**src/rtl/midi_pkg.sv**
```systemverilog
`default_nettype none
// ============================================================================
// Package     : midi_pkg
// Description : Shared MIDI constants, FSM state type and message record.
// Revision    : 1.0 - initial release
// ============================================================================
package midi_pkg;

    localparam logic [7:0] MIDI_STATUS_MIN = 8'h80;
    localparam logic [7:0] MIDI_SYSEX      = 8'hF0;
    localparam logic [7:0] MIDI_RT_MIN     = 8'hF8;

    typedef enum logic [1:0] {
        IDLE = 2'd0,
        EMIT = 2'd1,
        HOLD = 2'd2
    } fsm_state_t;

    typedef struct packed {
        logic [7:0] status;
        logic [7:0] d1;
        logic [7:0] d2;
    } midi_msg_t;

    // Program change and channel pressure carry a single data byte.
    function automatic logic needs_one_byte(input logic [7:0] status);
        return (status[7:4] == 4'hC) || (status[7:4] == 4'hD);
    endfunction

endpackage
`default_nettype wire

```
**src/rtl/midi_msg_parser.sv**
```systemverilog
`default_nettype none
// ============================================================================
// Module      : midi_msg_parser
// Description : Running-status MIDI byte parser; pulses msg_done combinationally
//               in the cycle the final data byte is presented.
// Revision    : 1.0 - initial release
// ============================================================================
module midi_msg_parser
    import midi_pkg::*;
(
    input  logic       clk,
    input  logic       reset,
    input  logic [7:0] byte_in,
    input  logic       byte_valid,
    output midi_msg_t  msg,
    output logic       msg_done
);

    logic [7:0] status_q, status_d;
    logic       rs_valid_q, rs_valid_d;
    logic       cnt_q, cnt_d;
    logic [7:0] d1_q, d1_d;

    always_comb begin
        status_d   = status_q;
        rs_valid_d = rs_valid_q;
        cnt_d      = cnt_q;
        d1_d       = d1_q;
        msg_done   = 1'b0;
        msg        = '{status: status_q, d1: d1_q, d2: 8'h00};

        if (byte_valid) begin
            if (byte_in >= MIDI_RT_MIN) begin
                // realtime bytes are transparent to parsing
            end else if (byte_in >= MIDI_SYSEX) begin
                rs_valid_d = 1'b0;
                cnt_d      = 1'b0;
            end else if (byte_in >= MIDI_STATUS_MIN) begin
                status_d   = byte_in;
                rs_valid_d = 1'b1;
                cnt_d      = 1'b0;
            end else if (rs_valid_q) begin
                if (cnt_q == 1'b0) begin
                    if (needs_one_byte(status_q)) begin
                        msg_done = 1'b1;
                        msg      = '{status: status_q, d1: byte_in, d2: 8'h00};
                    end else begin
                        d1_d  = byte_in;
                        cnt_d = 1'b1;
                    end
                end else begin
                    msg_done = 1'b1;
                    msg      = '{status: status_q, d1: d1_q, d2: byte_in};
                    cnt_d    = 1'b0;
                end
            end
        end
    end

    always_ff @(posedge clk) begin
        if (reset) begin
            status_q   <= 8'h00;
            rs_valid_q <= 1'b0;
            cnt_q      <= 1'b0;
            d1_q       <= 8'h00;
        end else begin
            status_q   <= status_d;
            rs_valid_q <= rs_valid_d;
            cnt_q      <= cnt_d;
            d1_q       <= d1_d;
        end
    end

endmodule
`default_nettype wire

```
**src/rtl/midi_hex_formatter.sv**
```systemverilog
`default_nettype none
// ============================================================================
// Module      : midi_hex_formatter
// Description : Shows the latest MIDI channel message as six hex digits with
//               per-digit update strobes and a rate-limiting hold time.
// Revision    : 1.0 - initial release
// ============================================================================
module midi_hex_formatter
    import midi_pkg::*;
#(
    parameter int HOLD_CYCLES = 5_000_000,
    parameter int NUM_DIGITS  = 6
) (
    input  logic                    clk,
    input  logic                    reset,
    input  logic [7:0]              byte_in,
    input  logic                    byte_valid,
    output logic [4*NUM_DIGITS-1:0] nibble_out,
    output logic [NUM_DIGITS-1:0]   valid_out,
    output logic                    busy
);

    localparam int CNT_W = (HOLD_CYCLES > 0) ? $clog2(HOLD_CYCLES + 1) : 1;
    localparam logic [CNT_W-1:0] HOLD_LOAD =
        (HOLD_CYCLES > 0) ? CNT_W'(HOLD_CYCLES - 1) : '0;

    generate
        if (NUM_DIGITS != 6) begin : g_bad_digits
            $error("midi_hex_formatter: NUM_DIGITS must be 6");
        end
    endgenerate

    midi_msg_t parsed_msg;
    logic      parsed_done;

    midi_msg_parser u_parser (
        .clk        (clk),
        .reset      (reset),
        .byte_in    (byte_in),
        .byte_valid (byte_valid),
        .msg        (parsed_msg),
        .msg_done   (parsed_done)
    );

    fsm_state_t                state_q, state_d;
    midi_msg_t                 pend_q, pend_d;
    logic                      pend_valid_q, pend_valid_d;
    midi_msg_t                 disp_q, disp_d;
    logic [2:0]                idx_q, idx_d;
    logic [CNT_W-1:0]          cnt_q, cnt_d;
    logic [4*NUM_DIGITS-1:0]   nibble_q, nibble_d;
    logic [NUM_DIGITS-1:0]     valid_q, valid_d;

    always_comb begin
        state_d      = state_q;
        pend_d       = pend_q;
        pend_valid_d = pend_valid_q;
        disp_d       = disp_q;
        idx_d        = idx_q;
        cnt_d        = cnt_q;
        nibble_d     = nibble_q;
        valid_d      = '0;

        case (state_q)
            IDLE: begin
                if (pend_valid_q) begin
                    disp_d       = pend_q;
                    pend_valid_d = 1'b0;
                    idx_d        = 3'd5;
                    state_d      = EMIT;
                end
            end
            EMIT: begin
                nibble_d[{idx_q, 2'b00} +: 4] = disp_q[{idx_q, 2'b00} +: 4];
                valid_d = NUM_DIGITS'(1) << idx_q;
                idx_d   = idx_q - 3'd1;
                if (idx_q == 3'd0) begin
                    if (HOLD_CYCLES == 0) begin
                        state_d = IDLE;
                    end else begin
                        state_d = HOLD;
                        cnt_d   = HOLD_LOAD;
                    end
                end
            end
            HOLD: begin
                if (cnt_q == '0) begin
                    state_d = IDLE;
                end else begin
                    cnt_d = cnt_q - 1'b1;
                end
            end
            default: state_d = IDLE;
        endcase

        // A completion on the consume edge must survive as the new pending entry.
        if (parsed_done) begin
            pend_d       = parsed_msg;
            pend_valid_d = 1'b1;
        end
    end

    always_ff @(posedge clk) begin
        if (reset) begin
            state_q      <= IDLE;
            pend_q       <= '0;
            pend_valid_q <= 1'b0;
            disp_q       <= '0;
            idx_q        <= 3'd0;
            cnt_q        <= '0;
            nibble_q     <= '0;
            valid_q      <= '0;
        end else begin
            state_q      <= state_d;
            pend_q       <= pend_d;
            pend_valid_q <= pend_valid_d;
            disp_q       <= disp_d;
            idx_q        <= idx_d;
            cnt_q        <= cnt_d;
            nibble_q     <= nibble_d;
            valid_q      <= valid_d;
        end
    end

    assign nibble_out = nibble_q;
    assign valid_out  = valid_q;
    assign busy       = (state_q == EMIT) || (state_q == HOLD);

endmodule
`default_nettype wire

```
**config.mk**
```make
export PLATFORM = sky130hd
export DESIGN_NAME = midi_hex_formatter
export DESIGN_NICKNAME = d
export VERILOG_FILES = /design/src/rtl/midi_pkg.sv /design/src/rtl/midi_msg_parser.sv /design/src/rtl/midi_hex_formatter.sv
export SDC_FILE = /design/constraint.sdc
export NUM_CORES = 1
export LEC_CHECK = 0
export CORE_ASPECT_RATIO = 2
export CORE_UTILIZATION = 40
export DETAILED_ROUTE_END_ITERATION = 7
export GPL_TIMING_DRIVEN = 0
export PLACE_DENSITY = 0.66
export SLEW_MARGIN = 5
export SYNTH_ARGS = -nofsm -noshare
export SYNTH_HDL_FRONTEND = slang
export SYNTH_SLANG_ARGS = --single-unit
```
**constraint.sdc**
```tcl
create_clock -name clk -period 6.85 [get_ports clk]
set_clock_uncertainty 0.15 [all_clocks]
set_input_delay 1.0275 -clock clk [delete_from_list [all_inputs] [get_ports clk]]
set_output_delay 1.0275 -clock clk [all_outputs]
set_load 0.005 [all_outputs]
```
==> results of run 1 <==
worst paths after layout:
kind	slack, ps	start	to	cells past startpoint
setup reg to reg	3680	idx_q[1]	nibble_out[10]	9
hold / removal	300	pend_q[21]	disp_q[21]	2
setup / recovery	3680	idx_q[1]	nibble_out[10]	9
hold reg to reg	300	pend_q[21]	disp_q[21]	2
flip-flops by register name, summed over array words and instances, names as in the netlist:
| register | count |
|---|---|
| u_parser.d1_q | 8 |
| disp_q | 24 |
| pend_q | 24 |
| u_parser.cnt_q | 1 |
| u_parser.rs_valid_q | 1 |
| valid_out | 6 |
| pend_valid_q | 1 |
| state_q | 2 |
| idx_q | 3 |
| nibble_out | 24 |
| cnt_q | 23 |
| u_parser.status_q | 8 |
Yosys cell counts, drive strengths merged, types with 9 or more instances:
| cell type | instances |
|---|---|
| inv | 10 |
| a21oi | 45 |
| nor2 | 85 |
| o21ai | 9 |
| a311oi | 13 |
| nand3 | 10 |
| xnor2 | 13 |
| clkbuf | 26 |
| nor3 | 11 |
| nor4 | 9 |
| mux2i | 39 |
| nand2 | 97 |
| dfxtp | 125 |
stage by stage:
step / hold slack (ps) / util (%) / instances
3_3_place_gp: 286 / 45.8 / 771
2_1_floorplan: 277 / - / 580
3_5_place_dp: 293 / 45.8 / 771
6_report: 300 / 50.2 / 803
5_1_grt: 323 / 50.2 / 803
4_1_cts: 303 / 50.2 / 803
power by group:
group / leakage [nW] / internal (W) / switching, W
clock: 0.263 / 0.000479 / 0.000344
combinational: 0.835 / 0.0000151 / 0.0000308
sequential: 1.01 / 0.000732 / 0.00000323
total: 2.11 / 0.00123 / 0.000378
routing by layer:
metal | global-route usage (%) | part of all wire (%) | routed length [µm] | vias to the layer above
met5 | 0 | 0 | 0 | -
met4 | 11.6 | 4.5 | 574 | 0
met3 | 4.93 | 3.0 | 383 | 35
met2 | 40.3 | 58 | 7320 | 115
met1 | 18.7 | 35 | 4390 | 2016
li1 | - | - | - | 2151
critical path: cells and delay by family (launching register included):
family	cells	cell delay (ps)
AOI/OAI and AO/OA	1	200
adders and majority gates	2	500
buffers and inverters	2	570
DFF	1	310
muxes	1	270
and+or+nand+nor	3	1040
layout make-up:
class | instances | area, µm²
Buffer | 30 | 116
Clock buffer | 19 | 443
Clock inverter | 13 | 109
Fill cell | 1199 | 6250
Inverter | 10 | 37.5
Multi-Input combinational cell | 415 | 2500
Sequential cell | 125 | 2500
Tap cell | 150 | 188
Timing Repair Buffer | 41 | 410
logic make-up (layout without fill, tap and decap cells):
kind of cell	count (synthesis)	after routing	share of synthesized area [%]
AO/OA/AOI/OAI	103	103	13.4
buffers and inverters	40	113	2.98
adder cells (fa/ha/maj)	8	8	1.94
multiplexers	44	44	9.53
flip-flops	125	125	48.5
XOR/XNOR	13	13	2.21
AND/OR/NAND/NOR	247	247	21.4
==> results.md, run 1 <==
- Outcome: complete, no violations
- DP Worst Slack: 3660 ps
- Layout cells sized above 1: 7.20%
- I/O pin cnt: 42
- Yosys top cell area share: 48.5%
- Most frequent cells in the layout: 125 x dfxtp_1, 97 x nand2_1, 85 x nor2_1
- Gate Count Post-Synth: 580
- Overall Power: 0.00160 W
- Port buffer count: 41
- Final setup viols: 0
- Starting DRT DRC Count: 260
- Worst-margin pin slew: 863 ps
- CTS tree: done
- Seq cells post-synth: 125
- Clock buffer depth: 2
- Pwr/cell area: 254 mW/mm²
- Core ar.: 0.0126 mm²
- Final ANT Viol Nets: 0
- Vias in the first global route: 4341
- Yosys warnings: 0
- Setup WS post-layout: 3680 ps
- Post-CTS sizing: 0
- Setup CP Type: flip-flop to flip-flop
- EDFF count, synth: 0
- Most used cell, CP: ha_1
- Clk Latency, worst-skew pair: 410 ps
- Root buf cell: clkbuf_16
- GRT Overall Usage: 20.9%
- HPWL after detailed placement: 9640 µm
- First-pass GRT wire length: 20700 µm
- Final worst path period need: 3170 ps
- Drt pass-1 iters: 5
- Die Y: 163 µm
- Min-Delay Path Class: flip-flop to flip-flop
- Initial antenna violation count: 0
- Register area share after synthesis: 48.5%
- Cells along the critical path: clkbuf_1, inv_1, ha_1, ha_1, nor2b_1, o311ai_1, nor3b_1, mux2i_1, nor2_1
- Distinct cells, synth: 50
- Pin count of the biggest net entering global routing: 17
- P_leak: 2.11 nW
- CTS sink cnt: 125
- Avg Vias per Cell: 5.38
- Routed WL per cell: 15.8 µm
- Synth Area per Inst: 8.89 µm²
- Fin. max-slew vios: 0
- Final Wtd Congestion: 0.829
- WL final: 12700 µm
- Most used DFF post-synth: dfxtp_1
- RSZ-0062 raised after global routing: false
- VDD IR max: 242 µV
- Starting Density: 41.1%
- Slew margin rel.: 41.9%
- Worst Path Required: 6990 ps
- CP peak stage delay: 730 ps
- Final hold violation count: 0
- F_max: 315 MHz
- Setup crit start kind: flip-flop
- Syn nets: 599
- Syn-to-layout area delta: 22.3%
- Max Cap Violations: 0
- Crit path max fanout: 7
- Antenna cells: 0
- Worst path slowest cell: nor3b_1
- Cell Rows: 58
- Setup bufs post-CTS: 0
- CTS Buf Count: 17
- Vias: 4317
- Worst setup EP type: flip-flop
- Cell Area, Synth: 0.00516 mm²
- Synth area leader: dfxtp_1
- CTS clock-pin slew for the worst setup and hold paths: 60 ps
- H-tree depth: 4
- Die X-Extent: 82.3 µm
- DIE AREA: 0.0134 mm²
- Final #Nets: 659
- Commonest non-fill, non-tap cell in the layout: dfxtp_1
- CP arrival: 3310 ps
- Final instance area: 0.00631 mm²
- Hold_buf cts: 0
- Setup_tns: 0 ps
- Gr ovfl total: 0
- Placed Instance Area: 0.00576 mm²
- DRC viols: 0
- Post-synth ARST share: 0%
- Fin crit share: 46.3%
- Most area-consuming cells after synthesis: dfxtp_1 49%, mux2i_1 7.6%, nand2_1 7.1%
No activity file was read; power rests on OpenSTA's default activity.
==> run 2, diff against run 1 <==
- clock period: 6.85 -> 3.2 ns (I/O delays scaled with it)
==> results.md, run 2 (synthesized netlist as in run 1, its figures left out) <==
- RSZ-0062 raised after global routing: true
- Vias in the first global route: 4341 (unchanged)
- Clk Latency, worst-skew pair: 410 ps (about the same)
- DRC viols: 0 (unchanged)
- Pin count of the biggest net entering global routing: 17 (unchanged)
- Worst Reg-to-Reg Cells: 9 (unchanged)
- Final hold violation count: 0 (unchanged)
- Layout cells sized above 1: 7.50% (+0.31 points)
- Avg Vias per Cell: 5.36 (-0.23%)
- Syn-to-layout area delta: 22.5%
- WL final: 12600 µm (-0.21%)
- Fin util: 50.3% (+0.080 points)
- Final Wtd Congestion: 0.829 (unchanged)
- Pwr/cell area: 544 mW/mm² (+110%)
- Drt pass-1 iters: 5 (unchanged)
- Core ar.: 0.0126 mm² (unchanged)
- Layout fillers: 1198 (-0.083%)
- CTS sink cnt: 125 (unchanged)
- CTS clock-pin slew for the worst setup and hold paths: 60 ps (about the same)
- Final instance area: 0.00632 mm² (+0.16%)
- Reg2reg setup slack: 190 ps (-3490 ps)
- Die X-Extent: 82.3 µm (unchanged)
- Cell Rows: 58 (unchanged)
- Final ANT Viol Nets: 0 (unchanged)
- Root buf cell: clkbuf_16
- Reg area: 0.00250 mm² (unchanged)
- Port buffer count: 41 (unchanged)
- CTS Buf Count: 17 (unchanged)
- Worst setup endpoint: nibble_out[13]
- CTS tree: done
- Setup crit start kind: flip-flop
- Clock buffer depth: 2 (unchanged)
- Min-Delay Path Class: flip-flop to flip-flop
- Critical path origin: idx_q[1]
- CP peak stage delay: 560 ps (-170 ps)
- P_leak: 2.11 nW (about the same)
- Routed WL per cell: 15.7 µm (-0.21%)
- CP arrival: 3140 ps (-170 ps)
- GRT Overall Usage: 20.9% (unchanged)
- Worst path slowest cell: nor3_1
- Final worst path period need: 3010 ps (-165 ps)
- Cells along the critical path: clkbuf_1, inv_1, ha_1, ha_1, nor2b_1, o311ai_1, nor3_1, mux2i_1, nor2_1
- Placed Instance Area: 0.00576 mm² (unchanged)
- Gr ovfl total: 0 (unchanged)
- Fin. max-slew vios: 0 (unchanged)
- Die Y: 163 µm (unchanged)
- Crit path max fanout: 7 (unchanged)
- DIE AREA: 0.0134 mm² (unchanged)
- First-pass GRT wire length: 20700 µm (unchanged)
- Starting Density: 41.1% (unchanged)
- Antenna cells: 0 (unchanged)
- Initial antenna violation count: 0 (unchanged)
- F_max: 332 MHz (+5.5%)
- Final setup viols: 0 (unchanged)
- Worst setup EP type: flip-flop
- Final #Nets: 659 (unchanged)
- Area of the multi-input gates: 0.00251 mm² (+0.40%)
- R2R Path End: nibble_out[13]
- Commonest non-fill, non-tap cell in the layout: dfxtp_1
- VDD IR max: 517 µV (+110%)
- Vias: 4307 (-0.23%)
- Slew margin rel.: 40.1% (-1.8 points)
- H-tree depth: 4 (unchanged)
- HPWL after detailed placement: 9640 µm (unchanged)
- Worst-margin pin slew: 889 ps (+26.6 ps)
- Most frequent cells in the layout: 125 x dfxtp_1, 97 x nand2_1, 85 x nor2_1
- Fin crit share: 94.0% (+48 points)
- Setup_tns: 0 ps (unchanged)
- Outcome: complete, no violations
- I/O pin cnt: 42 (unchanged)
- Reg2reg start: idx_q[1]
- Max Cap Violations: 0 (unchanged)
- Worst Path Required: 3340 ps (-3650 ps)
- Starting DRT DRC Count: 229 (-12%)
- Setup CP Type: flip-flop to flip-flop
- Most used cell, CP: ha_1
==> run 2: power breakdown <==
| group | switching, W | leakage, nW | total [W] | internal [W] |
|---|---|---|---|---|
| Clock | 0.000739 | 0.263 | 0.00177 | 0.00103 |
| Combinational | 0.0000659 | 0.836 | 0.0000983 | 0.0000324 |
| Sequential | 0.00000681 | 1.01 | 0.00157 | 0.00157 |
| Total | 0.000812 | 2.11 | 0.00344 | 0.00262 |
==> run 2: worst min path at each step <==
stage | startpoint | end | slack (ps) | cells after the start
3_5_place_dp | pend_q[21] | disp_q[21] | 290 | 2
2_1_floorplan | pend_q[7] | disp_q[7] | 280 | 2
3_3_place_gp | pend_q[7] | disp_q[7] | 290 | 2
6_report | pend_q[21] | disp_q[21] | 300 | 2
4_1_cts | u_parser.status_q[4] | pend_q[20] | 300 | 2
5_1_grt | disp_q[22] | disp_q[22] | 320 | 2
==> run 2: critical path: cells and delay by family (launching register included) <==
| kind | cells | cell delay (ps) |
|---|---|---|
| AOI/OAI and AO/OA | 1 | 200 |
| adders and majority gates | 2 | 500 |
| buffers and inverters | 2 | 570 |
| DFF | 1 | 310 |
| muxes | 1 | 260 |
| and+or+nand+nor | 3 | 880 |
==> run 2: layout make-up <==
type	count	share of cell area, %
Multi-Input combinational cell	415	39.8
Sequential cell	125	39.6
Clock buffer	19	7.01
Timing Repair Buffer	41	6.50
Tap cell	150	2.97
Buffer	30	1.84
Clock inverter	13	1.72
Inverter	10	0.594
==> run 2: routing by layer <==
layer	vias up	share of wire (%)	global-route usage, %
met5	-	0	0
met3	41	3.2	4.93
met2	111	58	40.3
li1	2151	-	-
met4	0	4.5	11.6
met1	2004	34	18.7
==> run 2: metrics by stage <==
step | total power, W | hold slack [ps] | cells | worst slack [ps]
2_1_floorplan | 0.00166 | 277 | 580 | 632
3_3_place_gp | 0.00170 | 286 | 771 | 96.3
3_5_place_dp | 0.00171 | 293 | 771 | 63.5
4_1_cts | 0.00346 | 303 | 803 | 38.3
5_1_grt | 0.00353 | 323 | 803 | -110
6_report | 0.00344 | 300 | 803 | 191
==> run 2: repair_timing <==
item                       in CTS  in global routing
gates resized for setup         0                  2
setup endpoints to repair       0                 13
hold buffers                    0                  0
setup buffers                   0                  0
==> run 3, diff against run 2 <==
- CAP_MARGIN: unset -> 20
- MAX_ROUTING_LAYER: unset -> met4
==> results.md, run 3 (synthesized netlist as in run 1, its figures left out) <==
- Outcome: complete, no violations
- DIE AREA: 0.0134 mm² (unchanged)
- Clk Latency, worst-skew pair: 420 ps (about the same)
- Die X-Extent: 82.3 µm (unchanged)
- Placed Instance Area: 0.00576 mm² (unchanged)
- Cell Rows: 58 (unchanged)
- WL final: 12600 µm (-0.39%)
- Antenna cells: 0 (unchanged)
- Cell count after placement: 771 (unchanged)
- H-tree depth: 4 (unchanged)
- First-pass GRT wire length: 20700 µm (about the same)
- Vias in the first global route: 4340 (-0.023%)
- Syn-to-layout area delta: 22.5% (unchanged)
- Final setup viols: 0 (unchanged)
- Pwr/cell area: 544 mW/mm² (about the same)
- Port buffer count: 41 (unchanged)
- P_leak: 2.11 nW (unchanged)
- CTS clock-pin slew for the worst setup and hold paths: 60 ps (about the same)
- Most frequent cells in the layout: 125 x dfxtp_1, 97 x nand2_1, 85 x nor2_1
- Reg2reg setup slack: 180 ps (about the same)
- DRC viols: 0 (unchanged)
- Crit path max fanout: 7 (unchanged)
- CTS sink cnt: 125 (unchanged)
- Starting Density: 41.1% (unchanged)
- Setup crit start kind: flip-flop
- Final Wtd Congestion: 0.842 (+1.5%)
- RSZ-0062 raised after global routing: true
- Setup bufs post-CTS: 0 (unchanged)
- GR Util met3: 4.76% (-0.17 points)
- CP arrival: 3150 ps (about the same)
- Avg Vias per Cell: 5.32 (-0.86%)
- Die Y: 163 µm (unchanged)
- Pin count of the biggest net entering global routing: 17 (unchanged)
- Max Cap Violations: 0 (unchanged)
- Gr ovfl total: 0 (unchanged)
- Fin crit share: 94.3% (+0.29 points)
- Layout Cells excl Fill: 803 (unchanged)
- Commonest non-fill, non-tap cell in the layout: dfxtp_1
- Core ar.: 0.0126 mm² (unchanged)
- CTS tree: done
- Root buf cell: clkbuf_16
- Final ANT Viol Nets: 0 (unchanged)
- F_max: 331 MHz (-0.30%)
- Setup CP Type: flip-flop to flip-flop
- Vias: 4270 (-0.86%)
- Hold Slack: 299 ps (-0.390 ps)
- CTS Buf Count: 17 (unchanged)
- GR Util met2: 40.2% (about the same)
- Final hold violation count: 0 (unchanged)
- Final instance area: 0.00632 mm² (unchanged)
- HPWL after detailed placement: 9640 µm (unchanged)
- Worst-margin pin slew: 872 ps (-17.4 ps)
- I/O pin cnt: 42 (unchanged)
- Initial antenna violation count: 0 (unchanged)
- Fin. max-slew vios: 0 (unchanged)
- Final worst path period need: 3020 ps (+9.13 ps)
- Routed WL per cell: 15.7 µm (-0.39%)
- GRT Overall Usage: 21.5% (+0.55 points)
- Drt pass-1 iters: 4 (-1)
- Min-Delay Path Class: flip-flop to flip-flop
- Layout cells sized above 1: 7.50% (unchanged)
- Starting DRT DRC Count: 238 (+3.9%)
- Worst Path Required: 3340 ps (about the same)
- Final #Nets: 659 (unchanged)
- Slew margin rel.: 41.3% (+1.2 points)
- GR Util met1: 18.7% (+0.035 points)
- Worst setup EP type: flip-flop
- Clock buffer depth: 2 (unchanged)
- VDD IR max: 517 µV (about the same)
- GR peak layer: met2
run 3: worst paths after layout:
check,from,to,cells after the start
setup reg to reg,idx_q[1],nibble_out[13],9
setup / recovery,idx_q[1],nibble_out[13],9
hold reg to reg,pend_q[21],disp_q[21],2
hold / removal,pend_q[21],disp_q[21],2
run 3: through the flow:
step	setup TNS, ps	setup slack (ps)	util, %	total power (W)
2_1_floorplan	0	632	-	0.00166
3_3_place_gp	0	96.3	45.8	0.00170
3_5_place_dp	0	63.5	45.8	0.00171
4_1_cts	0	38.3	50.2	0.00346
5_1_grt	-666	-110	50.3	0.00353
6_report	0	182	50.3	0.00344
run 3: area by class of cell:
type                       instances  area [µm²]
inverter                          10        37.5
clock inverter                    13         109
clock buffer                      19         443
fill                            1198        6240
timing repair buffer              41         410
multi-input combinational        415        2510
sequential                       125        2500
tap                              150         188
buffer                            30         116
run 3: what timing repair did:
action,4_1_cts,5_1_grt
endpoints found under the setup margin,0,13
hold buffers,0,0
gates resized for setup,0,2
run 3: where the power goes:
part,switching [W],leakage [nW],internal (W)
clock,0.000739,0.263,0.00103
combinational,0.0000657,0.836,0.0000324
sequential,0.00000682,1.01,0.00157
run 3: critical path, stage by stage, from the launching register on:
cell and delay (ps):
dfxtp_1 310, clkbuf_1 330, inv_1 240, ha_1 260, ha_1 250, nor2b_1 260, o311ai_1 200, nor3_1 560
mux2i_1 260, nor2_1 60
run 3: metal layers:
| metal | up-vias | share of wire, % |
|---|---|---|
| met1 | 1989 | 34 |
| li1 | 2142 | - |
| met5 | - | 0 |
| met3 | 38 | 2.9 |
| met4 | 0 | 4.5 |
| met2 | 101 | 58 |
